===== src/rtl/hazard_scoreboard.sv =====
// Register-dependency scoreboard between decode and write-back: tracks in-flight destinations
// and raises a combinational stall request when decode reads a register that is still pending.
module hazard_scoreboard #(
    parameter int DEPTH = 2,
    parameter int CNT_W = 16
) (
    input  logic             clk,
    input  logic             rst,
    input  logic             id_valid,
    input  logic [4:0]       id_src1,
    input  logic [4:0]       id_src2,
    input  logic [4:0]       id_dest,
    input  logic             id_wb_en,
    input  logic             id_mem_r_en,
    input  logic             forward_en,
    input  logic             freeze,
    input  logic             flush,
    output logic             hazard_detected,
    output logic [CNT_W-1:0] stall_count,
    output logic [DEPTH-1:0] occupancy
);

    // Entry 0 is EXE; entry DEPTH-1 is the last stage before write-back.
    logic [DEPTH-1:0] v_reg;
    logic [DEPTH-1:0] wb_reg;
    logic [DEPTH-1:0] ld_reg;
    logic [4:0]       dest_reg [DEPTH];

    logic [DEPTH-1:0] match_src1;
    logic [DEPTH-1:0] match_src2;
    logic             hazard_cond;
    logic             issue;
    logic [CNT_W-1:0] stall_count_reg;

    generate
        for (genvar gi = 0; gi < DEPTH; gi++) begin : g_entry
            // Register 0 is hard-wired, so a write to it never creates a dependency.
            assign match_src1[gi] = v_reg[gi] & wb_reg[gi] & (dest_reg[gi] != 5'd0)
                                    & (dest_reg[gi] == id_src1);
            assign match_src2[gi] = v_reg[gi] & wb_reg[gi] & (dest_reg[gi] != 5'd0)
                                    & (dest_reg[gi] == id_src2);
            assign occupancy[gi]  = v_reg[gi] & wb_reg[gi];
        end
    endgenerate

    // With forwarding, only a load still in EXE cannot be bypassed in time.
    always_comb begin
        hazard_cond = 1'b0;
        if (forward_en) begin
            hazard_cond = ld_reg[0] & (match_src1[0] | match_src2[0]);
        end else begin
            hazard_cond = |(match_src1 | match_src2);
        end
    end

    assign hazard_detected = hazard_cond & id_valid & ~flush;
    assign issue           = id_valid & ~hazard_detected;
    assign stall_count     = stall_count_reg;

    always_ff @(posedge clk or posedge rst) begin
        if (rst) begin
            v_reg  <= '0;
            wb_reg <= '0;
            ld_reg <= '0;
            for (int i = 0; i < DEPTH; i++) begin
                dest_reg[i] <= 5'd0;
            end
        end else if (flush) begin
            v_reg  <= '0;
            wb_reg <= '0;
            ld_reg <= '0;
            for (int i = 0; i < DEPTH; i++) begin
                dest_reg[i] <= 5'd0;
            end
        end else if (!freeze) begin
            for (int i = DEPTH - 1; i >= 1; i--) begin
                v_reg[i]    <= v_reg[i-1];
                wb_reg[i]   <= wb_reg[i-1];
                ld_reg[i]   <= ld_reg[i-1];
                dest_reg[i] <= dest_reg[i-1];
            end
            // A stalled or empty decode slot enters EXE as an all-zero bubble.
            v_reg[0]    <= issue;
            wb_reg[0]   <= issue & id_wb_en;
            ld_reg[0]   <= issue & id_mem_r_en;
            dest_reg[0] <= issue ? id_dest : 5'd0;
        end
    end

    always_ff @(posedge clk or posedge rst) begin
        if (rst) begin
            stall_count_reg <= '0;
        end else if (hazard_detected && !freeze && !(&stall_count_reg)) begin
            stall_count_reg <= stall_count_reg + CNT_W'(1);
        end
    end

endmodule


===== config.mk =====
export PLATFORM = sky130hd
export DESIGN_NAME = hazard_scoreboard
export DESIGN_NICKNAME = d
export VERILOG_FILES = /design/src/rtl/hazard_scoreboard.sv
export SDC_FILE = /design/constraint.sdc
export NUM_CORES = 1
export LEC_CHECK = 0
export ABC_AREA = 1
export CAP_MARGIN = 10
export CORE_ASPECT_RATIO = 1.4
export CORE_MARGIN = 8
export CORE_UTILIZATION = 55
export DETAILED_ROUTE_END_ITERATION = 10
export PLACE_DENSITY = 0.93
export SLEW_MARGIN = 30
export SYNTH_ARGS = -nofsm -noshare
export SYNTH_HDL_FRONTEND = slang
export SYNTH_SLANG_ARGS = --single-unit

===== constraint.sdc =====
create_clock -name clk -period 3.5 [get_ports clk]
set_input_delay 0.7 -clock clk [delete_from_list [all_inputs] [get_ports clk]]
set_output_delay 0.7 -clock clk [all_outputs]
set_load 0.02 [all_outputs]

# [Word-level counts from Yosys, hierarchy flattened]
# Index checks and enable logic that the tools add are counted.
[totals] elab_cells=48 out_inout_bits=19 mem_count=0 mem_bits_ro=0 reg_bits=31 latch_bits=0 mem_bits_rw=0
[classes] bitwise_logic=18 div_mod_pow=0 n_reduce_logical=8 add_sub_neg=1 muxes=10 magnitude_cmp=0 eq_ne=5 n_mul=0 shift=0
[ops] cell="$eq A5 B5 Y1" count=4
[ops] cell="$mux W10" count=2
[ops] cell="$add A16 B1 Y16 const B" count=1
[ops] cell="$reduce_and A16 Y1" count=1
[ops] cell="$and A1 B1 Y1" count=14
[ops] cell="$reduce_bool A5 Y1" count=2
[ops] cell="$mux W2" count=4
[ops] cell="$mux W5" count=1
[ops] cell="$mux W1" count=3
[ops] cell="$logic_and A1 B1 Y1" count=2
[ops] cell="$logic_not A1 Y1" count=2
[ops] cell="$ne A2 B1 Y1 const B" count=1
[ops] cell="$not A1 Y1" count=2
[ops] cell="$or A2 B2 Y2" count=1
[ops] cell="$reduce_or A2 Y1" count=1
[ops] cell="$or A1 B1 Y1" count=1

# [Logic depth before layout (Yosys ltp)]
# Gate-level depths: netlist of run 1.
[logic_depth] depth_word=13 depth_mapped=12 mapped_depth_nobuf=11

# [Least setup slack after synthesis of run 1]
# No wires, ideal clock.
[synth_path] path_kind="input port to output port" from="input id_src1[3]" to="output hazard_detected" t_arrival_ns=1.542 slack_ns=1.258 required_ns=2.800 path_buffers=0 cell_stages=8 path_cell_list="inv_1 nand2_1 nand2_1 nor2_1 nand3_1 nand2_1 nand2_4 a21oi_1"
[synth_between] elab_chain_cells=7 word_cells_on_any_way=11 cone_classes="eq/ne (2); mux (1); bitwise (7); reduce/logical (1)"
[synth_lines] item="start, declared" line="10" source="input logic [4:0] id_src1,"
[synth_lines] item="$eq A5 B5 Y1" line="39" source="& (dest_reg[gi] == id_src1);"
[synth_lines] item="$and A1 B1 Y1" line="39"
[synth_lines] item="$or A2 B2 Y2 or $or A1 B1 Y1 (tied branches)" line="52, 50"
[synth_lines] item="$reduce_or A2 Y1 or $and A1 B1 Y1 (tied branches)" line="52, 50"
[synth_lines] item="$mux W1 *" line="49" source="if (forward_en) begin"
[synth_lines] item="$and A1 B1 Y1 * (2 in a row)" line="56" source="assign hazard_detected = hazard_cond & id_valid & ~flush;"
[synth_lines] item="end, declared" line="18" source="output logic hazard_detected,"
# Mark *: on every way between the ends. The rest lies on a longest branch, timed or not.

# [Final worst setup path of run 1]
[layout_path] from="input id_src2[4]" to="output hazard_detected"
[layout_between] elab_chain_cells=7 word_cells_on_any_way=11 cone_classes="eq/ne (2); mux (1); bitwise (7); reduce/logical (1)"
[layout_lines] item="start, declared" line="11" source="input logic [4:0] id_src2,"
[layout_lines] item="$eq A5 B5 Y1" line="41" source="& (dest_reg[gi] == id_src2);"
[layout_lines] item="$and A1 B1 Y1" line="41"
[layout_lines] item="$or A2 B2 Y2 or $or A1 B1 Y1 (tied branches)" line="52, 50"
[layout_lines] item="$reduce_or A2 Y1 or $and A1 B1 Y1 (tied branches)" line="52, 50"
[layout_lines] item="$mux W1 *" line="49"
[layout_lines] item="$and A1 B1 Y1 * (2 in a row)" line="56"
# Marks and branches as above.

==> flow_metrics.env, run 1 <==
export IMPL_status="finished clean"
export IMPL_path_delay_family="buffers and inverters"
export IMPL_worst_path_max_delay_cell="clkdlybuf4s50_1"
export IMPL_synth_top_family_by_area="simple AND/OR/NAND/NOR gates"
export IMPL_die_area_um2=5888
export IMPL_num_antenna_cells=0
export IMPL_required_ps=2800
export IMPL_met3_usage_pct=5.250
export IMPL_gp_congestion=0.8476
export IMPL_grt_pass1_wl_um=8652
export IMPL_crit_type="primary input to output pin"
export IMPL_drv_cap=0
export IMPL_hold_viol_final=0
export IMPL_placed_cell_area_um2=2461
export IMPL_track_usage_pct=18.55
export IMPL_first_global_vias=1966
export IMPL_routedWlPerCell_um=13.37
export IMPL_setup_viol=0
export IMPL_gr_usage_met2_pct=32.11
export IMPL_max_vdd_ir_drop_mv=0.2827
export IMPL_core_um2=3578
export IMPL_avgSynthCellArea_um2=7.077
export IMPL_post_cts_buffers=0
export IMPL_stdcell_area_um2=2579
export IMPL_cp_data_arrival_time_ps=2600
export IMPL_path_clk_slew_ps=70
export IMPL_portBuffers=41
export IMPL_syn_inst=285
export IMPL_p_leak_nw=1.356
export IMPL_fin_util_pct=72.06
export IMPL_worstSetupEndpointType="output pin"
export IMPL_cts_buffers=5
export IMPL_synth_seq_cells=31
export IMPL_powerDensity_nw_per_um2=320.9
export IMPL_final_common_cell="nand2_1"
export IMPL_drt_iter0_markers=84
export IMPL_finalSetupTns_ps=0
export IMPL_drive_gt1_share_pct=8.434
export IMPL_start_util_pct=56.36
export IMPL_pre_cts_ws_ps=197.6
export IMPL_min_period_ps=3304
export IMPL_areaGrowthSynthToFinish_pct=27.85
export IMPL_busiest_layer="met2"
export IMPL_clock_path_buffers=2
export IMPL_row_count=26
export IMPL_use_met1_pct=20.25
export IMPL_slew_headroom_pct=56.54
export IMPL_drt_total_wl_um=5002
export IMPL_crit_path_max_fanout=9
export IMPL_cts_tree="built"
export IMPL_ios=42
export IMPL_h_tree_depth=2
export IMPL_min_path_type="register to register"
export IMPL_crit_buf_inv=3
export IMPL_critPathLaunchType="primary input"
export IMPL_fin_crit_sh_pct=94.41
export IMPL_largest_register_ffs=16
export IMPL_max_freq_ghz=0.3026
export IMPL_yosys_area_share_simple_pct=40.32
export IMPL_gr_total_overflow=0
export IMPL_ys_types=22
export IMPL_antenna_found_initial=0
export IMPL_grt_start_max_net_pins=32
export IMPL_slew_violations=0
export IMPL_cts_num_sinks=31
export IMPL_fin_ws_ps=195.6
export IMPL_synth_compound_area_share_pct=4.715
export IMPL_final_cell_mix="nand2_1, clkdlybuf4s50_1, dfrtp_1, nand3_1, inv_1"
export IMPL_vias=1974
export IMPL_synth_area_mux_share_pct=0
export IMPL_fin_worst_skew_ps=7.779
export IMPL_path_cells="clkdlybuf4s50_1 > inv_1 > nand2_1 > nand2_1 > nor2_1 > nand3_1 > nand2_1 > nand2_4 > a21oi_1 > clkdlybuf4s50_1"
export IMPL_rsz0062_at_grt="false"
export IMPL_firstDrtPassIters=4
export IMPL_syn_area_um2=2017
export IMPL_dieWidth_um=67.18
export IMPL_clk_latency_ps=280
export IMPL_cpPeakStageDelay_ps=630
export IMPL_synthAdderAreaFrac_pct=0.6203
export IMPL_cts_hold_buf=0
export IMPL_hpwl_um=3737
export IMPL_instances_no_fill=374
export IMPL_postRouteAntennaNets=0
export IMPL_path_common_cell="nand2_1"
export IMPL_yosysSeqAreaShare_pct=38.46
export IMPL_syn_nets=309
export IMPL_fin_hold_ws_ps=472.7
export IMPL_viasPerCell=5.278
export IMPL_num_fill_cells=282
export IMPL_die_h_um=87.65
export IMPL_ys_warn_count=0
export IMPL_finalPower_uw=827.6
export IMPL_cts_root_buf="clkbuf_8"
export IMPL_worst_slew_pin_slew_ps=649.5
export IMPL_drc=0
export IMPL_fin_nets=355
export IMPL_synth_xor_area_share_pct=8.251
export IMPL_place_inst=366
export IMPL_ctsResizeCount=0
## tightest hold or removal path: stages, from the launching register on
cell and delay (ps):
dfrtp_1 340, nand2_1 50, nand2_1 50
## layout make-up
cell class | count | area, um2 | share of cell area [%]
Clock buffer | 6 | 82.58 | 3.202
Clock inverter | 2 | 35.03 | 1.359
Inverter | 32 | 120.1 | 4.658
Multi-Input combinational cell | 218 | 1087 | 42.16
Sequential cell | 31 | 775.7 | 30.08
Tap cell | 42 | 52.55 | 2.038
Timing Repair Buffer | 43 | 425.4 | 16.50
## cell usage after synthesis (all sizes together)
cell type / number / area share [%]
xor2: 8 / 3.5
ha: 1 / 0.62
inv: 32 / 6.0
clkbuf: 1 / 0.19
nand2: 120 / 24
o211ai: 1 / 0.37
o21ai: 6 / 1.5
nand4: 9 / 2.8
a21oi: 6 / 1.5
dfrtp: 31 / 38
nand3: 29 / 7.2
a41oi: 1 / 1.4
nor3: 4 / 0.99
nor2: 22 / 5.0
buf: 3 / 1.5
xnor2: 11 / 4.8
## path summary, 6_finish.rpt
check / depth (start not counted) / to / slack [ps] / startpoint
max: 10 / hazard_detected / 200 / id_src2[4]
min: 2 / wb_reg[1] / 470 / wb_reg[1]
max reg2reg: 7 / stall_count[10] / 1790 / stall_count[0]
min reg2reg: 2 / wb_reg[1] / 470 / wb_reg[1]
max in group asynchronous: 3 / stall_count[4] / 2420 / rst
min in group asynchronous: 3 / stall_count[11] / 800 / rst
## kinds of logic (layout without fill, tap and decap cells)
group | count (synthesis) | in the layout
AOI/OAI and AO/OA | 14 | 14
xor gates and xnor gates | 19 | 19
adders and majority gates | 1 | 1
buffers and inverters | 36 | 83
DFF | 31 | 31
and+or+nand+nor | 184 | 184
## where the power goes
group,switching [mW],leakage [nW],internal (mW)
Combinational,0.0520,0.868,0.0446
Sequential,0.00863,0.427,0.366
Clock,0.127,0.0612,0.230
Total,0.187,1.36,0.640
## metal layers
| metal | wire length, um | vias up |
|---|---|---|
| li1 | - | 990 |
| met2 | 2617 | 57 |
| met1 | 1999 | 915 |
| met5 | 0 | - |
| met3 | 274 | 12 |
| met4 | 110 | 0 |
Power figures use the tool's default switching activity.
==> inputs of run 2 (changes only) <==
--- a/config.mk
+++ b/config.mk
@@ -8,10 +8,10 @@
 export ABC_AREA = 1
 export CAP_MARGIN = 10
 export CORE_ASPECT_RATIO = 1.4
-export CORE_MARGIN = 8
-export CORE_UTILIZATION = 55
+export CORE_MARGIN = 1
+export CORE_UTILIZATION = 50
 export DETAILED_ROUTE_END_ITERATION = 10
-export PLACE_DENSITY = 0.93
+export PLACE_DENSITY = 0.86
 export SLEW_MARGIN = 30
 export SYNTH_ARGS = -nofsm -noshare
 export SYNTH_HDL_FRONTEND = slang
==> run 2 against run 1 <==
Sequential power is essentially flat. Sequential share of layout area grew 0.35 points. Final area shrank 1.2%. Power shrank 8.7%. Flip-flop and latch count is the same. Critical path type unchanged. Critical endpoint unchanged. Highest routed layer unchanged.
==> flow_metrics.env, run 2 (synthesis results as in run 1) <==
export IMPL_status="finished clean"
export IMPL_max_freq_ghz=0.3036
export IMPL_die_area_um2=4296
export IMPL_path_common_cell="nand2_1"
export IMPL_r2r_setup_slack_ps=1790
export IMPL_die_h_um=77.15
export IMPL_final_common_cell="nand2_1"
export IMPL_ctsResizeCount=0
export IMPL_first_global_vias=1886
export IMPL_powerDensity_nw_per_um2=296.5
export IMPL_cpPeakStageDelay_ps=620
export IMPL_grt_start_max_net_pins=32
export IMPL_largest_register_ffs=16
export IMPL_cp_data_arrival_time_ps=2590
export IMPL_areaGrowthSynthToFinish_pct=26.36
export IMPL_grt_pass1_wl_um=7962
export IMPL_worst_path_max_delay_cell="clkdlybuf4s50_1"
export IMPL_row_count=26
export IMPL_drv_cap=0
export IMPL_min_period_ps=3294
export IMPL_hold_start="wb_reg[1]"
export IMPL_routedWlPerCell_um=12.51
export IMPL_worst_slew_pin_slew_ps=640.9
export IMPL_hold_viol_final=0
export IMPL_fin_crit_sh_pct=94.12
export IMPL_gp_congestion=0.8499
export IMPL_drive_gt1_share_pct=8.157
export IMPL_post_cts_buffers=0
export IMPL_crit_type="primary input to output pin"
export IMPL_antenna_found_initial=0
export IMPL_worstSetupEndpointType="output pin"
export IMPL_slew_violations=0
export IMPL_drt_iter0_markers=82
export IMPL_final_cell_mix="nand2_1, clkdlybuf4s50_1, dfrtp_1, nand3_1, inv_1"
export IMPL_setup_viol=0
export IMPL_clk_latency_ps=290
export IMPL_cts_tree="built"
export IMPL_cts_root_buf="clkbuf_8"
export IMPL_p_leak_nw=1.342
export IMPL_hpwl_um=3427
export IMPL_postRouteAntennaNets=0
export IMPL_path_clk_slew_ps=60
export IMPL_cts_hold_buf=0
export IMPL_vias=1914
export IMPL_slew_headroom_pct=57.12
export IMPL_critPathLaunchType="primary input"
export IMPL_clock_path_buffers=2
export IMPL_crit_buf_inv=3
export IMPL_finalPower_uw=755.7
export IMPL_gr_total_overflow=0
export IMPL_rsz0062_at_grt="false"
export IMPL_start_util_pct=53.91
export IMPL_dieWidth_um=55.68
export IMPL_path_delay_family="buffers and inverters"
export IMPL_min_path_type="register to register"
export IMPL_h_tree_depth=2
export IMPL_firstDrtPassIters=4
export IMPL_num_antenna_cells=0
export IMPL_drt_total_wl_um=4668
export IMPL_drc=0
export IMPL_finalSetupTns_ps=0
export IMPL_fin_worst_skew_ps=4.330
export IMPL_worstSetupStartpoint="id_src2[4]"
export IMPL_track_usage_pct=23.51
export IMPL_viasPerCell=5.131
export IMPL_required_ps=2800
export IMPL_ios=42
export IMPL_core_um2=3741
export IMPL_portBuffers=41
export IMPL_r2r_start="stall_count[0]"
export IMPL_cts_num_sinks=31
export IMPL_cts_buffers=5
export IMPL_crit_path_max_fanout=9
export IMPL_fin_nets=355
export IMPL_max_vdd_ir_drop_mv=0.3416
export IMPL_path_cells="clkdlybuf4s50_1 > inv_1 > nand2_1 > nand2_1 > nor2_1 > nand3_1 > nand2_1 > nand2_4 > a21oi_1 > clkdlybuf4s50_1"
[run 2: cell types whose count changed in the layout (fill, tap and decap cells not counted), sizes merged]
cell / change
bufinv: -1
[run 2: layer usage]
layer / global-route usage, % / up-vias / share of wire [%]
met5: 0 / - / 0
met4: 12.25 / 0 / 3.4
met3: 5.396 / 17 / 4.5
met2: 41.20 / 45 / 51
met1: 26.09 / 864 / 41
li1: - / 988 / -
[run 2: where the power goes]
group          total [mW]  switching [mW]  internal, mW
combinational      0.0961          0.0515        0.0445
clock               0.285           0.132         0.154
sequential          0.374         0.00826         0.366
total               0.756           0.191         0.564
[run 2: stage by stage]
step           area [um2]  hold slack (ps)  utilization, %  std cells  setup WS (ps)
2_1_floorplan        2017            441.7               -        285           1258
3_3_place_gp         2461            457.6           65.79        366          242.3
3_5_place_dp         2461            462.1           65.79        366          231.5
4_1_cts              2549            476.6           68.13        373          222.2
5_1_grt              2549            507.9           68.13        373          67.09
6_report             2549            472.4           68.13        373          205.8
[run 2: worst reg2reg max path: stages (launching register included)]
cell and delay (ps):
dfrtp_1 430, ha_1 250, nand2_1 110, nor2_2 80, a41oi_4 370, buf_4 250, nand3_1 90, nand2_1 80
[run 2: area by class of cell]
class                      count  area, um2
clock buffer                   6      82.58
clock inverter                 1      5.005
fill                         319       1192
inverter                      32      120.1
multi-input combinational    218       1087
sequential                    31      775.7
tap                           42      52.55
timing repair buffer          43      425.4
[run 2: worst paths after layout]
| kind | endpoint | cells past startpoint |
|---|---|---|
| worst max-delay path | hazard_detected | 10 |
| worst min-delay path | wb_reg[1] | 2 |
| worst max register to register | stall_count[3] | 7 |
| worst min register to register | wb_reg[1] | 2 |
| max in group asynchronous | wb_reg[0] | 3 |
| min in group asynchronous | stall_count[7] | 3 |
==> inputs of run 3 (changes only) <==
--- a/config.mk
+++ b/config.mk
@@ -6,6 +6,7 @@
 export NUM_CORES = 1
 export LEC_CHECK = 0
 export ABC_AREA = 1
+export ABC_CLOCK_PERIOD_IN_PS = 3500
 export CAP_MARGIN = 10
 export CORE_ASPECT_RATIO = 1.4
 export CORE_MARGIN = 1
==> results of run 3 <==
No change in the layout: final DEF, timing and power equal those of run 2.
==> RTL edit (flow settings as in run 3) <==
The parameter `DEPTH` goes from 2 to 4.
--- a/src/rtl/hazard_scoreboard.sv
+++ b/src/rtl/hazard_scoreboard.sv
@@ -1,7 +1,7 @@
 // Register-dependency scoreboard between decode and write-back: tracks in-flight destinations
 // and raises a combinational stall request when decode reads a register that is still pending.
 module hazard_scoreboard #(
-    parameter int DEPTH = 2,
+    parameter int DEPTH = 4,
     parameter int CNT_W = 16
 ) (
     input  logic             clk,
Ports: changed (resized occupancy); port bits go from 42 to 44. The function was not compared with the original's and may differ.
==> RTL edit against run 3 <==
Cell area rose by 39%; cell count rose by 41%; sequential share of layout area rose by 1.3 points; setup slack improved by 0.19 ns; routed wire length rose by 63%; largest power group unchanged; die area rose by 42%; maximum frequency rose by 6.2%; area after synthesis rose by 43%; power rose by 48%; sequential cell count rose by 14.
==> RTL edit: results (changes against run 3) <==
{| class="wikitable"
! Metric !! Value
|-
| Overall fraction of global-route tracks in use || 27.37% (+3.9 points)
|-
| Power Clock || 0.000409 W (+44%)
|-
| Sum of routed wire length over all layers || 7605 um (+63%)
|-
| Largest fanout of any net on the critical path || 5 (-4)
|-
| Non-Clock Inverter Count || 58 (+81%)
|-
| Detailed-placement wirelength estimate || 5952 um (+74%)
|-
| Count of filler cells inserted in the layout || 516 (+62%)
|-
| Switching Share || 25.81% (+0.47 points)
|-
| Result of the run || completed
|-
| Fraction of met2 tracks used by global routing || 48.64% (+7.4 points)
|-
| Power in sequential cells || 0.000549 W (+47%)
|-
| Layout cells sized above 1 || 9.607% (+1.4 points)
|-
| Arr. time, crit path || 2.40 ns (-0.19 ns)
|-
| Ranking of synthesized cells by area || dfrtp_1 39%, nand2_1 19%, inv_1 6.2%, nand4_1 4.3%, xor2_1 4.2%
|-
| Logic depth of the worst register-to-register path || 8 (+1)
|-
| Pin count of the biggest net entering global routing || 31 (-3.1%)
|-
| Share of the final layout cell area in multi-input gates || 42.78% (+0.12 points)
|-
| Capture point of the worst reg-to-reg path || stall_count[14]
|-
| Buffers outside the clock class || 50 (+16%)
|-
| Total length of routed met2 wires || 3980 um (+67%)
|-
| Sequential portion of the cell area || 31.71% (+1.3 points)
|-
| Worst setup path startpoint || id_src1[0]
|-
| Post-route clock skew || 0.01232 ns (+0.007988 ns)
|-
| Clkbuf count || 7 (+1)
|-
| Sequential cell count || 45 (+45%)
|-
| Clock distribution area overhead in the final layout || 3.277% (-0.16 points)
|-
| Total nets after synthesis || 431 (+39%)
|-
| CP max stage delay || 0.59 ns (-0.03 ns)
|-
| Count of buffers from port buffering || 43 (+4.9%)
|-
| Sum of routed wire segments on met1 || 2996 um (+57%)
|-
| Sequential fraction of the synthesis area || 38.96% (+0.50 points)
|-
| Number of combinational gates with multiple inputs || 297 (+36%)
|-
| Top post-synthesis cells by count || 145 x nand2_1, 48 x inv_1, 45 x dfrtp_1
|-
| Peak VDD IR || 0.0003426 V (+0.30%)
|}
[RTL edit: worst min-delay path by stage]
| stage | start | to | slack, ns | cells past startpoint |
|---|---|---|---|---|
| finish | v_reg[3] | v_reg[3] | 0.48 | 2 |
| global route | ld_reg[0] | ld_reg[0] | 0.51 | 2 |
| CTS | v_reg[3] | v_reg[3] | 0.49 | 2 |
| detailed placement | v_reg[3] | v_reg[3] | 0.47 | 2 |
| global placement | wb_reg[3] | wb_reg[3] | 0.45 | 2 |
| floorplan | wb_reg[3] | wb_reg[3] | 0.44 | 2 |
[RTL edit: kinds of logic (layout without fill, tap and decap cells)]
| logic type | after synthesis | after routing | share of synthesized area [%] |
|---|---|---|---|
| AO/OA/AOI/OAI | 45 | 45 | 8.399 |
| XOR/XNOR | 24 | 24 | 7.273 |
| adder cells (fa/ha/maj) | 1 | 1 | 0.4328 |
| buffers and inverters | 65 | 116 | 8.485 |
| flip-flops | 45 | 45 | 38.96 |
| AND/OR/NAND/NOR | 227 | 227 | 36.45 |
[RTL edit: per-stage QoR]
step | cells | hold slack [ns] | instance area [um2] | setup WS, ns | total power [W]
2_1_floorplan | 407 | 0.4417 | 2890 | 1.198 | 0.0006490
3_3_place_gp | 518 | 0.4544 | 3431 | 0.03170 | 0.0007151
3_5_place_dp | 518 | 0.4694 | 3432 | 0.03203 | 0.0007175
4_1_cts | 526 | 0.4875 | 3548 | 0.01947 | 0.001126
5_1_grt | 526 | 0.5119 | 3551 | 0.2479 | 0.001163
6_report | 526 | 0.4826 | 3551 | 0.3984 | 0.001116
[RTL edit: timing repair]
| item | 4_1_cts | 5_1_grt |
|---|---|---|
| buffers inserted | 0 | 0 |
| setup endpoints to repair | 0 | 1 |
| hold buffers | 0 | 0 |
| resized for setup | 0 | 1 |
